### config.mk
export PLATFORM = sky130hd
export DESIGN_NAME = seq_gen
export DESIGN_NICKNAME = d
export VERILOG_FILES = /design/src/rtl/seq_gen.sv
export SDC_FILE = /design/constraint.sdc
export NUM_CORES = 1
export LEC_CHECK = 0
export ABC_AREA = 1
export CAP_MARGIN = 20
export CORE_AREA = 2 2 71 73
export DETAILED_ROUTE_END_ITERATION = 10
export DIE_AREA = 0 0 73 75
export GPL_TIMING_DRIVEN = 1
export MAX_ROUTING_LAYER = met4
export PLACE_DENSITY = 0.66
export RECOVER_POWER = 25
export SKIP_CTS_REPAIR_TIMING = 1
export SYNTH_ARGS = -nofsm -noshare
export SYNTH_HDL_FRONTEND = slang
export SYNTH_SLANG_ARGS = --single-unit
### constraint.sdc
create_clock -name clock -period 3.4 [get_ports clock]
set_input_delay 0.68 -clock clock [delete_from_list [all_inputs] [get_ports clock]]
set_output_delay 0.68 -clock clock [all_outputs]
set_load 0.02 [all_outputs]
### src/rtl/seq_gen.sv
// seq_gen: serial pattern transmitter.
// Captures a parallel pattern of programmable length and shifts it out
// MSB-first, one bit per clock, with a repeat count and an optional idle
// gap between repetitions. Start/busy/done handshake plus abort.
module seq_gen #(
  parameter int WIDTH = 8,
  parameter int LEN_W = 4
) (
  input  logic             clock,
  input  logic             reset,
  input  logic             start,
  input  logic [WIDTH-1:0] pattern,
  input  logic [LEN_W-1:0] len,
  input  logic [3:0]       reps,
  input  logic [3:0]       gap,
  input  logic             abort,
  output logic             dout,
  output logic             dout_valid,
  output logic             busy,
  output logic             done
);

  localparam int IDX_W = (WIDTH > 1) ? $clog2(WIDTH) : 1;

  typedef enum logic [1:0] {
    IDLE  = 2'b00,
    SHIFT = 2'b01,
    GAP   = 2'b10,
    DONE  = 2'b11
  } state_t;

  state_t           state, state_nx;

  // captured configuration
  logic [WIDTH-1:0] pat_q;
  logic [IDX_W-1:0] tidx_q, tidx_nx;   // index of first bit sent (L-1)
  logic [3:0]       gap_q, gap_nx;

  // progress counters
  logic [IDX_W-1:0] idx_q, idx_nx;     // index of bit currently on dout
  logic [3:0]       reps_q, reps_nx;   // repetitions still to send
  logic [3:0]       gcnt_q, gcnt_nx;   // gap cycles still to spend

  logic             dout_nx, valid_nx, busy_nx, done_nx;
  logic             cap;
  logic [IDX_W-1:0] len_top;
  logic [IDX_W-1:0] idx_m1;

  // Effective length L: 0 and anything above WIDTH mean WIDTH.
  // Returns L-1, the index of the first bit to transmit.
  function automatic logic [IDX_W-1:0] top_idx(input logic [LEN_W-1:0] l);
    logic [LEN_W-1:0] e;
    if (l == '0 || l > LEN_W'(WIDTH)) e = LEN_W'(WIDTH);
    else                               e = l;
    return IDX_W'(e - LEN_W'(1));
  endfunction

  assign len_top = top_idx(len);
  assign idx_m1  = idx_q - IDX_W'(1);

  // Next-state and next-output logic; abort overrides any non-idle activity.
  always_comb begin
    state_nx = state;
    tidx_nx  = tidx_q;
    gap_nx   = gap_q;
    idx_nx   = idx_q;
    reps_nx  = reps_q;
    gcnt_nx  = gcnt_q;
    dout_nx  = dout;
    valid_nx = dout_valid;
    busy_nx  = busy;
    done_nx  = done;
    cap      = 1'b0;

    case (state)
      IDLE: begin
        dout_nx  = 1'b0;
        valid_nx = 1'b0;
        busy_nx  = 1'b0;
        done_nx  = 1'b0;
        // start together with abort is dropped
        if (start && !abort) begin
          cap      = 1'b1;
          tidx_nx  = len_top;
          idx_nx   = len_top;
          reps_nx  = reps;
          gap_nx   = gap;
          dout_nx  = pattern[len_top];
          valid_nx = 1'b1;
          busy_nx  = 1'b1;
          state_nx = SHIFT;
        end
      end

      SHIFT: begin
        if (idx_q != '0) begin
          idx_nx  = idx_m1;
          dout_nx = pat_q[idx_m1];
        end else if (reps_q != 4'd0) begin
          reps_nx = reps_q - 4'd1;
          if (gap_q != 4'd0) begin
            gcnt_nx  = gap_q - 4'd1;
            dout_nx  = 1'b0;
            valid_nx = 1'b0;
            state_nx = GAP;
          end else begin
            // back-to-back: reload the first bit on the same edge
            idx_nx  = tidx_q;
            dout_nx = pat_q[tidx_q];
          end
        end else begin
          dout_nx  = 1'b0;
          valid_nx = 1'b0;
          busy_nx  = 1'b0;
          done_nx  = 1'b1;
          state_nx = DONE;
        end
      end

      GAP: begin
        if (gcnt_q == 4'd0) begin
          idx_nx   = tidx_q;
          dout_nx  = pat_q[tidx_q];
          valid_nx = 1'b1;
          state_nx = SHIFT;
        end else begin
          gcnt_nx = gcnt_q - 4'd1;
        end
      end

      DONE: begin
        done_nx  = 1'b0;
        state_nx = IDLE;
      end

      default: state_nx = IDLE;
    endcase

    if (abort && state != IDLE) begin
      state_nx = IDLE;
      dout_nx  = 1'b0;
      valid_nx = 1'b0;
      busy_nx  = 1'b0;
      done_nx  = 1'b0;
      idx_nx   = '0;
      reps_nx  = 4'd0;
      gcnt_nx  = 4'd0;
    end
  end

  // State, counters and registered outputs; reset clears everything.
  always_ff @(posedge clock) begin
    if (reset) begin
      state      <= IDLE;
      tidx_q     <= '0;
      gap_q      <= 4'd0;
      idx_q      <= '0;
      reps_q     <= 4'd0;
      gcnt_q     <= 4'd0;
      dout       <= 1'b0;
      dout_valid <= 1'b0;
      busy       <= 1'b0;
      done       <= 1'b0;
    end else begin
      state      <= state_nx;
      tidx_q     <= tidx_nx;
      gap_q      <= gap_nx;
      idx_q      <= idx_nx;
      reps_q     <= reps_nx;
      gcnt_q     <= gcnt_nx;
      dout       <= dout_nx;
      dout_valid <= valid_nx;
      busy       <= busy_nx;
      done       <= done_nx;
    end
  end

  // Pattern capture register; data only, no reset needed.
  always_ff @(posedge clock) begin
    if (cap) pat_q <= pattern;
  end

endmodule

==> flow_summary.json, run 1 <==
{
  "critPathCaptureType": "flop",
  "first_pass_iters": 4,
  "synth_top_area_share": 0.236,
  "synthesis.area_um2": 2030,
  "internal-power_mw": 1.03,
  "hold_class": "flop to flop",
  "io_buffers": 27,
  "synth_mux_area_frac": 0,
  "synth_top_area_cell": "dfxtp_1",
  "p_clk_frac": 0.200,
  "ir_drop_mv": 0.361,
  "core_um2": 4660,
  "mostFrequentLayoutCells": "64 x nand2_1, 45 x inv_1, 29 x a21oi_1, 24 x dfxtp_1, 23 x o21ai_0",
  "cp_num_buf_inv": 2,
  "die-area_um2": 5480,
  "power.total_mw": 1.83,
  "clock-sinks": 32,
  "ios": 28,
  "synth.area.top_cells": "dfxtp_1 24%, edfxtp_1 12%, nand2_1 12%",
  "ys_seq_elements": 32,
  "seqPwrFrac": 0.303,
  "grt_pass1_wl_um": 7950,
  "p_switching_mw": 0.790,
  "cp_max_fo": 10,
  "ant_nets": 0,
  "grt_pass1_vias": 1752,
  "synth_top_family_by_area": "simple AND/OR/NAND/NOR gates",
  "pwr-share-comb": 0.497,
  "die_h_um": 75,
  "cts_buffers": 5,
  "cts_tree": "built",
  "fillCellCount": 452,
  "synth_nets": 323,
  "fmax_ghz": 0.418,
  "gr-total-overflow": 0,
  "track_usage": 0.194,
  "nNetsFinal": 352,
  "cp.arrival_ns": 2.60,
  "setup_viol": 0,
  "initial_core_util": 0.436,
  "clk_pin_slew_ns": 0.06,
  "fin_setup_tns_ns": 0,
  "h-tree-depth": 2,
  "dp_hpwl_um": 3400,
  "crit_required_ns": 3.61,
  "p_per_area_nw_per_um2": 752,
  "antenna_found_initial": 0,
  "hold_viol_final": 0,
  "fin_skew_ns": 0.00705,
  "synth_area_per_cell_um2": 7.03,
  "status": "finished, final reports clean",
  "slew_viol_final": 0,
  "leakagePower_nw": 1.08,
  "area_growth_pct": 19.5,
  "initialDrtViolationCount": 133,
  "drive_gt1_frac": 0.0878,
  "cpPeakStageDelay_ns": 0.71,
  "cap_viol_max_count": 0,
  "syn_inst": 289,
  "ys_types": 31,
  "startpoint_type": "input pin",
  "synthXorXnorAreaFrac": 0.0129,
  "vias": 1870,
  "synth_compound_area_frac": 0.179,
  "antenna_cells": 0,
  "yosysWarnings": 0,
  "routabilityCongestion": 0.819,
  "viasPerCell": 5.01,
  "p_sw_frac": 0.433,
  "place_ws_ns": 0.888,
  "criticalPathCategory": "input pin to flop",
  "synthSimpleGateAreaFrac": 0.280,
  "drc": 0,
  "rows": 25,
  "synth_seq_area_share": 0.355,
  "crit_family": "buffers and inverters",
  "grt_setup_unrepaired": "no",
  "final.setup.worst_slack_ns": 1.01,
  "wire_per_inst_um": 11.9,
  "tightest_slew_ns": 0.898,
  "min_period_ns": 2.39,
  "slew_headroom": 0.401,
  "finalWirelength_um": 4460,
  "grt_max_degree": 14,
  "synth-adder-area-share": 0.0616,
  "die_w_um": 73,
  "clockBufferDepth": 2,
  "mostFrequentLayoutCell": "nand2_1",
  "period_share": 0.703,
  "clockRootBuffer": "clkbuf_8",
  "slowest_stage": "a21oi_1",
  "clk_latency_ns": 0.29,
  "crit_chain": "dlygate4sd3_1 > a21oi_1 > inv_1 > nor3_1"
}
worst register-to-register path, delay by kind of cell, from the launching register on:
family | cells | cell delay [ns]
compound gates | 1 | 0.70
fa+ha+maj | 1 | 0.21
buf+inv | 3 | 0.58
flops | 1 | 0.35
simple gates | 1 | 0.25
per-stage QoR:
stage / cell area [um2] / util / hold slack [ns] / cells
3_3_place_gp: 2330 / 0.500 / 0.469 / 365
2_1_floorplan: 2030 / - / 0.440 / 289
6_report: 2430 / 0.521 / 0.484 / 373
3_5_place_dp: 2330 / 0.500 / 0.469 / 365
4_1_cts: 2440 / 0.523 / 0.486 / 373
5_1_grt: 2430 / 0.521 / 0.505 / 373
routing by layer:
metal  wire, um  vias up  GRT usage
met5          0        -          -
li1           -      992          -
met2       2020       29      0.305
met3        151        5     0.0442
met4         51        0     0.0494
met1       2230      844      0.252
area by class of cell:
type / instances / area [um2] / area share
Sequential cell: 32 / 721 / 0.297
Tap cell: 54 / 67.6 / 0.0278
Timing Repair Buffer: 27 / 270 / 0.111
Clock buffer: 6 / 72.6 / 0.0299
Inverter: 51 / 191 / 0.0788
Clock inverter: 2 / 35.0 / 0.0144
Multi-Input combinational cell: 201 / 1070 / 0.441
cell usage after synthesis:
library cell and n:
nor2_8 1, nor3_4 1, nand3_1 22, a21oi_1 28, nor3_1 1, o21ai_2 1, xor2_1 2, ha_1 10
o21a_4 1, nand2_1 64, nand2_2 4, o22ai_1 2, inv_1 45, dfxtp_1 24, nor2_4 1, xnor2_1 1
nand3b_1 4, a31oi_1 1, nor2_1 20, o21ai_1 6, inv_2 6, o21bai_1 1, a21oi_2 1, o21ai_0 22
nor2_2 4, buf_2 3, edfxtp_1 8, buf_6 2, nand3_2 1, a21oi_4 1, o211ai_1 1
path summary, 6_finish.rpt:
path         slack [ns]  startpoint  depth (start not counted)   end
max                1.01       reset                          4  done
min                0.48        busy                          2  busy
min reg2reg        0.48        busy                          2  busy
max reg2reg        1.24    state[0]                          6  done
flip-flops by register name, indices dropped and copies added, names as in the netlist:
name        cells
state           2
gap_q           4
gcnt_q          4
dout_valid      1
done            1
pat_q           8
dout            1
busy            1
idx_q           3
tidx_q          3
reps_q          4
cells by family after synthesis:
logic type / Yosys count
AOI/OAI and AO/OA: 65
xor gates and xnor gates: 3
adders and majority gates: 10
buffers and inverters: 56
DFF: 32
and+or+nand+nor: 123
power groups by stage:
stage,Combinational [mW],Sequential (mW),Clock [mW]
after CTS,0.923,0.551,0.373
after detailed placement,0.913,0.559,0
after global placement,0.907,0.558,0
final,0.908,0.553,0.365
after floorplan,0.748,0.545,0
after global routing,1.05,0.568,0.389
(Power assumes the default switching activity.)
==> inputs of run 2 (changes only) <==
clock period = 2.4 ns   (was 3.4 ns; I/O delays follow)
==> flow_summary.json, run 2 (same netlist as run 1, synthesis figures left out) <==
{
  "status": "finished, final reports clean",
  "wl_met2_um": 1930,
  "initialDrtViolationCount": 90,
  "pwr-share-comb": 0.523,
  "die_h_um": 75,
  "hold_class": "flop to flop",
  "track_usage": 0.188,
  "p_per_area_nw_per_um2": 1020,
  "p_switching_mw": 1.11,
  "startpoint_type": "flop",
  "antenna_found_initial": 0,
  "cts_tree": "built",
  "cp_max_fo": 11,
  "initial_core_util": 0.436,
  "wl_met1_um": 2210,
  "io_buffers": 27,
  "first_pass_iters": 5,
  "viasPerCell": 4.94,
  "clk_pin_slew_ns": 0.06,
  "p_clk_frac": 0.160,
  "maxUsedRoutingLayer": "met4",
  "area_growth_pct": 19.0,
  "die_w_um": 73,
  "place_ws_ns": 0.267,
  "setup_viol": 0,
  "cp.arrival_ns": 2.12,
  "critPathCaptureType": "flop",
  "nNetsFinal": 354,
  "wire_per_inst_um": 11.8,
  "power.total_mw": 2.48,
  "vias": 1847,
  "ir_drop_mv": 0.486,
  "mostFrequentLayoutCells": "64 x nand2_1, 45 x inv_1, 28 x a21oi_1, 24 x dfxtp_1",
  "criticalPathCategory": "flop to flop",
  "gr-total-overflow": 0,
  "drive_gt1_frac": 0.0844,
  "mostFrequentLayoutCell": "nand2_1",
  "ios": 28,
  "crit_required_ns": 2.63,
  "min_period_ns": 1.89,
  "dpl_cell_area_um2": 2350,
  "clockBufferDepth": 2,
  "hold_viol_final": 0,
  "largest_reg_flops": 8,
  "period_share": 0.788,
  "ant_nets": 0,
  "dr_wl_met3_um": 165,
  "finalInstanceArea_um2": 2420,
  "internal-power_mw": 1.36,
  "fin_util": 0.519,
  "final.setup.worst_slack_ns": 0.508,
  "fmax_ghz": 0.529,
  "fin_setup_tns_ns": 0,
  "top_register": "pat_q",
  "grt_pass1_wl_um": 7690,
  "tightest_slew_ns": 0.401,
  "slew_viol_final": 0,
  "p_sw_frac": 0.449,
  "drc": 0,
  "finalWirelength_um": 4400,
  "fin_skew_ns": 0.00448,
  "grt_setup_unrepaired": "no",
  "grt_pass1_vias": 1765,
  "cts_buffers": 5,
  "seqPwrFrac": 0.317,
  "slew_headroom": 0.732,
  "h-tree-depth": 2,
  "rows": 25,
  "grt_max_degree": 13,
  "clk_latency_ns": 0.29,
  "cap_viol_max_count": 0,
  "routabilityCongestion": 0.854,
  "leakagePower_nw": 1.08,
  "die-area_um2": 5480,
  "clockRootBuffer": "clkbuf_8",
  "antenna_cells": 0,
  "clock-sinks": 32,
  "dp_hpwl_um": 3400,
  "core_um2": 4660
}
## run 2: area by class of cell
type	count	area [um2]
well taps	54	67.6
flip-flops and latches	32	721
clock buffers	7	76.3
multi-input cells	201	1080
repair buffers	29	285
fillers	456	2240
inverters	51	191
## run 2: worst paths after layout
| kind | start | to | slack, ns | depth (start not counted) |
|---|---|---|---|---|
| hold / removal | gap_q[3] | gap_q[3] | 0.48 | 2 |
| setup / recovery | state[1] | reps_q[2] | 0.51 | 9 |
| hold reg to reg | gap_q[3] | gap_q[3] | 0.48 | 2 |
| setup reg to reg | state[1] | reps_q[2] | 0.51 | 9 |
## run 2: worst max-delay path: stages (launching register included)
cell and delay (ns):
dfxtp_1 0.41, inv_1 0.09, ha_1 0.32, inv_2 0.25, nand2_1 0.12, a21oi_1 0.20
o21ai_2 0.15, a21oi_1 0.16, a21oi_1 0.06, nor2_1 0.08
## run 2: through the flow
| stage | hold WS, ns | cells |
|---|---|---|
| floorplan | 0.440 | 289 |
| global placement | 0.468 | 367 |
| detailed placement | 0.469 | 367 |
| CTS | 0.482 | 374 |
| global route | 0.505 | 374 |
| finish | 0.479 | 374 |
## run 2: layer usage
layer / vias up / track usage
li1: 994 / -
met3: 8 / 0.0281
met2: 39 / 0.284
met1: 806 / 0.249
met4: 0 / 0.0864
met5: - / -
## run 2: power groups by stage
stage	combinational (mW)	sequential, mW	clock [mW]
floorplan	1.06	0.772	0
global placement	1.29	0.790	0
detailed placement	1.30	0.793	0
CTS	1.31	0.782	0.404
global route	1.48	0.805	0.430
finish	1.30	0.784	0.397
